$ cat src/rtl/prog_counter_pkg.sv
// rtl/prog_counter_pkg.sv - shared types and helpers for the programmable counter
package prog_counter_pkg;

  typedef enum logic [1:0] {
    MODE_WRAP    = 2'd0,
    MODE_SAT     = 2'd1,
    MODE_ONESHOT = 2'd2,
    MODE_RSVD    = 2'd3
  } mode_e;

  typedef enum logic [1:0] {
    S_IDLE = 2'd0,
    S_RUN  = 2'd1,
    S_DONE = 2'd2
  } state_e;

  // The reserved encoding behaves exactly like WRAP.
  function automatic logic is_wrap(input mode_e m);
    return (m == MODE_WRAP) || (m == MODE_RSVD);
  endfunction

endpackage

$ cat src/rtl/prog_counter_clk_prescaler.sv
// rtl/prog_counter_clk_prescaler.sv - divide-by-(div+1) clock-enable generator
module clk_prescaler #(
  parameter int PRE_W = 4
) (
  input  logic             clk,
  input  logic             rst,
  input  logic             clr,
  input  logic             run,
  input  logic             en,
  input  logic [PRE_W-1:0] div,
  output logic             tick
);

  logic [PRE_W-1:0] pcnt_q;
  logic [PRE_W-1:0] pcnt_d;

  always_comb begin
    pcnt_d = pcnt_q;
    if (clr) begin
      pcnt_d = '0;
    end else if (run && en) begin
      pcnt_d = (pcnt_q == div) ? '0 : pcnt_q + PRE_W'(1);
    end
  end

  always_ff @(posedge clk) begin
    if (rst) begin
      pcnt_q <= '0;
    end else begin
      pcnt_q <= pcnt_d;
    end
  end

  assign tick = run & en & (pcnt_q == div);

endmodule

$ cat src/rtl/prog_counter.sv
// rtl/prog_counter.sv - programmable up/down counter with modulo limit and end-of-count modes
module prog_counter
  import prog_counter_pkg::*;
#(
  parameter int WIDTH = 8,
  parameter int PRE_W = 4
) (
  input  logic             clk,
  input  logic             rst,
  input  logic             en,
  input  logic             start,
  input  logic             stop,
  input  logic             ld,
  input  logic [WIDTH-1:0] v,
  input  logic             dir,
  input  logic [1:0]       mode,
  input  logic [WIDTH-1:0] limit,
  input  logic [PRE_W-1:0] div,
  output logic [WIDTH-1:0] count,
  output logic             tc,
  output logic             busy,
  output logic             done
);

  state_e           state_q, state_d;
  mode_e            mode_q, mode_d;
  logic             dir_q, dir_d;
  logic [WIDTH-1:0] count_q, count_d;
  logic             tc_q, tc_d;

  logic tick, clr, step, at_bound, accept_start;

  assign clr          = start | ld | stop;
  assign step         = tick & ~clr;
  assign at_bound     = dir_q ? (count_q == limit) : (count_q == '0);
  assign accept_start = start & ~stop & (state_q != S_RUN);

  clk_prescaler #(.PRE_W(PRE_W)) u_pre (
    .clk  (clk),
    .rst  (rst),
    .clr  (clr),
    .run  (state_q == S_RUN),
    .en   (en),
    .div  (div),
    .tick (tick)
  );

  always_ff @(posedge clk) begin
    if (rst) begin
      state_q <= S_IDLE;
      mode_q  <= MODE_WRAP;
      dir_q   <= 1'b1;
      count_q <= '0;
      tc_q    <= 1'b0;
    end else begin
      state_q <= state_d;
      mode_q  <= mode_d;
      dir_q   <= dir_d;
      count_q <= count_d;
      tc_q    <= tc_d;
    end
  end

  always_comb begin
    state_d = state_q;
    case (state_q)
      S_IDLE:  if (accept_start) state_d = S_RUN;
      S_RUN: begin
        if (stop) state_d = S_IDLE;
        else if (step && at_bound && mode_q == MODE_ONESHOT) state_d = S_DONE;
      end
      S_DONE: begin
        if (stop) state_d = S_IDLE;
        else if (accept_start) state_d = S_RUN;
      end
      default: state_d = S_IDLE;
    endcase
  end

  // Compare before any add/subtract so no intermediate value can overflow.
  always_comb begin
    mode_d  = accept_start ? mode_e'(mode) : mode_q;
    dir_d   = accept_start ? dir : dir_q;
    count_d = count_q;
    tc_d    = 1'b0;
    if (ld) begin
      count_d = (v > limit) ? limit : v;
    end else if (step) begin
      if (dir_q) begin
        if (count_q < limit) begin
          count_d = count_q + WIDTH'(1);
          tc_d    = (count_q == limit - WIDTH'(1));
        end else if (count_q > limit) begin
          count_d = limit;
          tc_d    = 1'b1;
        end else if (is_wrap(mode_q)) begin
          count_d = '0;
          tc_d    = 1'b1;
        end
      end else begin
        if (count_q != '0) begin
          count_d = count_q - WIDTH'(1);
          tc_d    = (count_q == WIDTH'(1));
        end else if (is_wrap(mode_q)) begin
          count_d = limit;
          tc_d    = 1'b1;
        end
      end
    end
  end

  always_comb begin
    busy  = (state_q == S_RUN);
    done  = (state_q == S_DONE);
    count = count_q;
    tc    = tc_q;
  end

endmodule
$ cat config.mk
export PLATFORM = sky130hd
export DESIGN_NAME = prog_counter
export DESIGN_NICKNAME = d
export VERILOG_FILES = /design/src/rtl/prog_counter_pkg.sv /design/src/rtl/prog_counter_clk_prescaler.sv /design/src/rtl/prog_counter.sv
export SDC_FILE = /design/constraint.sdc
export NUM_CORES = 1
export LEC_CHECK = 0
export ABC_AREA = 1
export CAP_MARGIN = 20
export CELL_PAD_IN_SITES_DETAIL_PLACEMENT = 0
export CELL_PAD_IN_SITES_GLOBAL_PLACEMENT = 2
export CORE_ASPECT_RATIO = 1.75
export CORE_UTILIZATION = 29
export CTS_BUF_LIST = sky130_fd_sc_hd__clkbuf_8
export DETAILED_ROUTE_END_ITERATION = 10
export PLACE_DENSITY_LB_ADDON = 0.12
export SLEW_MARGIN = 10
export SYNTH_ARGS = -nofsm -noshare
export SYNTH_HDL_FRONTEND = slang
export SYNTH_SLANG_ARGS = --single-unit
export TNS_END_PERCENT = 20
$ cat constraint.sdc
create_clock -name clk -period 2.2 [get_ports clk]
set_input_delay 0.66 -clock clk [delete_from_list [all_inputs] [get_ports clk]]
set_output_delay 0.66 -clock clk [all_outputs]
set_load 0.005 [all_outputs]
==> metrics <==
status completed; Num CTS Buffers 3; register area 360 µm²; top cell type's share of synthesized area 16.5%; initial antenna violation count 0; worst reg2reg startpoint count[3]$_SDFFE_PP0P_; Layout Nets 542; GRT Util Overall 21.6%; Core Box Area 0.00786 mm²; Slowest-stage cell, CP clkdlybuf4s50_1; Tcrit/Tclk final 96.0%; leak pwr 1.74 nW; critical path class reg -> out; Setup crit start kind flip-flop; syn nets 447; # Max-Cap Violations 0; number of global-route vias before repair 2,915; Initial Util 29.8%; DRT Pass-1 Iters 4; CP required 1.54 ns; first-pass GRT wire length 14,100 µm; RSZ-0062 raised after global routing yes; # diodes 0; RR Endpoint count[7]$_SDFFE_PP0P_; Sink Count 18; hold_sp mode_q[0]$_SDFFE_PP0P_; VDD IR max 0.000188 V; Die W 69.9 µm; leading cell type in the layout, fill and taps excluded nand2_1; Die ar. 0.00845 mm²; DRC violations left 0; Max Freq 474 MHz; CTS tree done; Synth area leaders nand2_1 (17%), dfxtp_1 (15%), ha_1 (12%), nand3_1 (11%), inv_1 (8.5%); CP arrival 1.45 ns; FP Rows 43; clk slew on worst S/H paths 0.09 ns; final hold vios 0; DR iter-0 viols 64; design area 0.00349 mm²; Post-Route Setup TNS 0 ns; critical-path cell list buf_4 > clkdlybuf4s50_1; final setup fails 0; Ports 40; Cell Pwr Density 405 mW/mm²; largest net degree at the start of global routing 15; Clock Latency Late Sink 0.27 ns; R2R depth 12; Least-Margin Pin Slew 0.504 ns; footprint of the multi-input gates 0.00189 mm²; die height 121 µm; drt wl/cell 14.9 µm; CP max stage delay 0.50 ns; sequential share of the synthesized area 15.4%; H-tree depth 1; GR Overflow Total 0; CP Capture Type output port; cell taking the most area after synthesis nand2_1; worst hold slack 0.482 ns; CTS root buffer clkbuf_8; Worst Clk Skew 0.00552 ns; Critical Path End count[1]; Antenna Violating Nets Remaining 0; Placed Area 0.00318 mm²; Fillers 894; Seq cells post-synth 18; Area Growth Syn to Fin 49.0%; layout cells sized above 1 24.3%; GPL Wtd Cong 0.854; post-DP HPWL 7170 µm; Crit Path Max Fanout 5; post-synthesis cell count 395; Pwr Total 1.41 mW; launch point of the critical path count[1]$_SDFFE_PP0P_; CTS Hold Bufs 0; Vias/cell 4.82; Unique masters post-synth 34; Clock Tree Buf Depth 2; slew margin rel. 66.3%; DRT Wirelength 8640 µm; Hold WC Path Type reg -> reg; reg-to-reg setup timing slack 0.18 ns; vias 2,788; post-layout min period 2.11 ns; Synth Area per Inst 5.93 µm²; Slew Limit Fails 0; synthesized area 0.00234 mm²; most frequent cells in the layout nand2_1 (94), buf_4 (53), nand3_1 (51), inv_1 (45), nor2_1 (40); IO Port Bufs 39; Ys Warns 0
[worst max-delay path, delay by kind of cell (launching register included)]
family | cells | cell delay, ns
buffers and inverters | 2 | 0.69
flip-flops | 1 | 0.49
[metal layers]
metal	vias to the layer above	global-route usage (%)	share of wire, %
li1	1468	-	-
met1	1258	20.1	36
met2	47	45.7	59
met3	15	1.08	1.9
met4	0	9.88	3.6
met5	-	0	0
[kinds of logic (layout without fill, tap and decap cells)]
| kind of cell | after synthesis | count (layout) | synth area share (%) |
|---|---|---|---|
| DFF | 18 | 18 | 15.4 |
| xor gates and xnor gates | 12 | 12 | 4.49 |
| AOI/OAI and AO/OA | 50 | 50 | 11.3 |
| adders and majority gates | 23 | 23 | 12.3 |
| and+or+nand+nor | 225 | 225 | 43.8 |
| buffers and inverters | 67 | 161 | 12.7 |
[metrics by stage]
step	utilization [%]	std cells	worst slack (ns)
3_3_place_gp	40.5	572	-0.634
4_1_cts	43.1	579	0.0255
5_1_grt	44.4	579	-0.0183
2_1_floorplan	-	395	0.101
6_report	44.4	579	0.0883
3_5_place_dp	40.5	572	-0.689
[report_power, final]
part | total, mW | internal [mW] | switching (mW) | leakage, nW
Sequential | 0.362 | 0.344 | 0.0179 | 0.148
Clock | 0.304 | 0.160 | 0.144 | 0.0288
Combinational | 0.745 | 0.330 | 0.415 | 1.56
[final cells by class]
class | count | area share (%)
Multi-Input combinational cell | 310 | 54.2
Timing Repair Buffer | 97 | 24.2
Sequential cell | 18 | 10.3
Inverter | 60 | 6.46
Tap cell | 90 | 3.23
Clock buffer | 4 | 1.58
[worst min path at each step]
stage,end,slack [ns],depth (start not counted)
final,mode_q[0]$_SDFFE_PP0P_,0.48,2
after global routing,mode_q[0]$_SDFFE_PP0P_,0.51,2
after CTS,mode_q[0]$_SDFFE_PP0P_,0.50,2
after detailed placement,mode_q[0]$_SDFFE_PP0P_,0.48,2
after global placement,mode_q[0]$_SDFFE_PP0P_,0.46,2
after floorplan,mode_q[0]$_SDFFE_PP0P_,0.43,2
[Yosys cell counts]
cell type / count
nand2_1: 103
inv_1: 53
nand3_1: 53
nor2_1: 43
ha_1: 23
o21ai_0: 22
a21oi_1: 20
dfxtp_1: 18
xor2_1: 9
nand4_1: 8
inv_2: 6
buf_6: 3
nor2_4: 3
nor3_1: 3
xnor2_1: 3
clkbuf_8: 2
nand2_2: 2
nand4_2: 2
nor2_2: 2
o211ai_1: 2
o21ai_1: 2
a21o_1: 1
a21oi_2: 1
a31oi_1: 1
buf_4: 1
clkbuf_1: 1
clkinv_1: 1
nand2_4: 1
nand3_2: 1
nand3b_1: 1
nor2_8: 1
nor3b_1: 1
nor4_1: 1
o21a_1: 1
[state kept, by name, summed over array words and instances (netlist names)]
register and flops:
count 8, dir_q 1, mode_q 2, state_q 2, tc 1, u_pre.pcnt_q 4
[timing repair]
action,in CTS,in global routing
cloned,0,0
resized for setup,47,30
buffers inserted,3,0
endpoints found under the setup margin,11,10
pin swaps,14,15
Note: power is estimated with default switching activity, not from simulation.
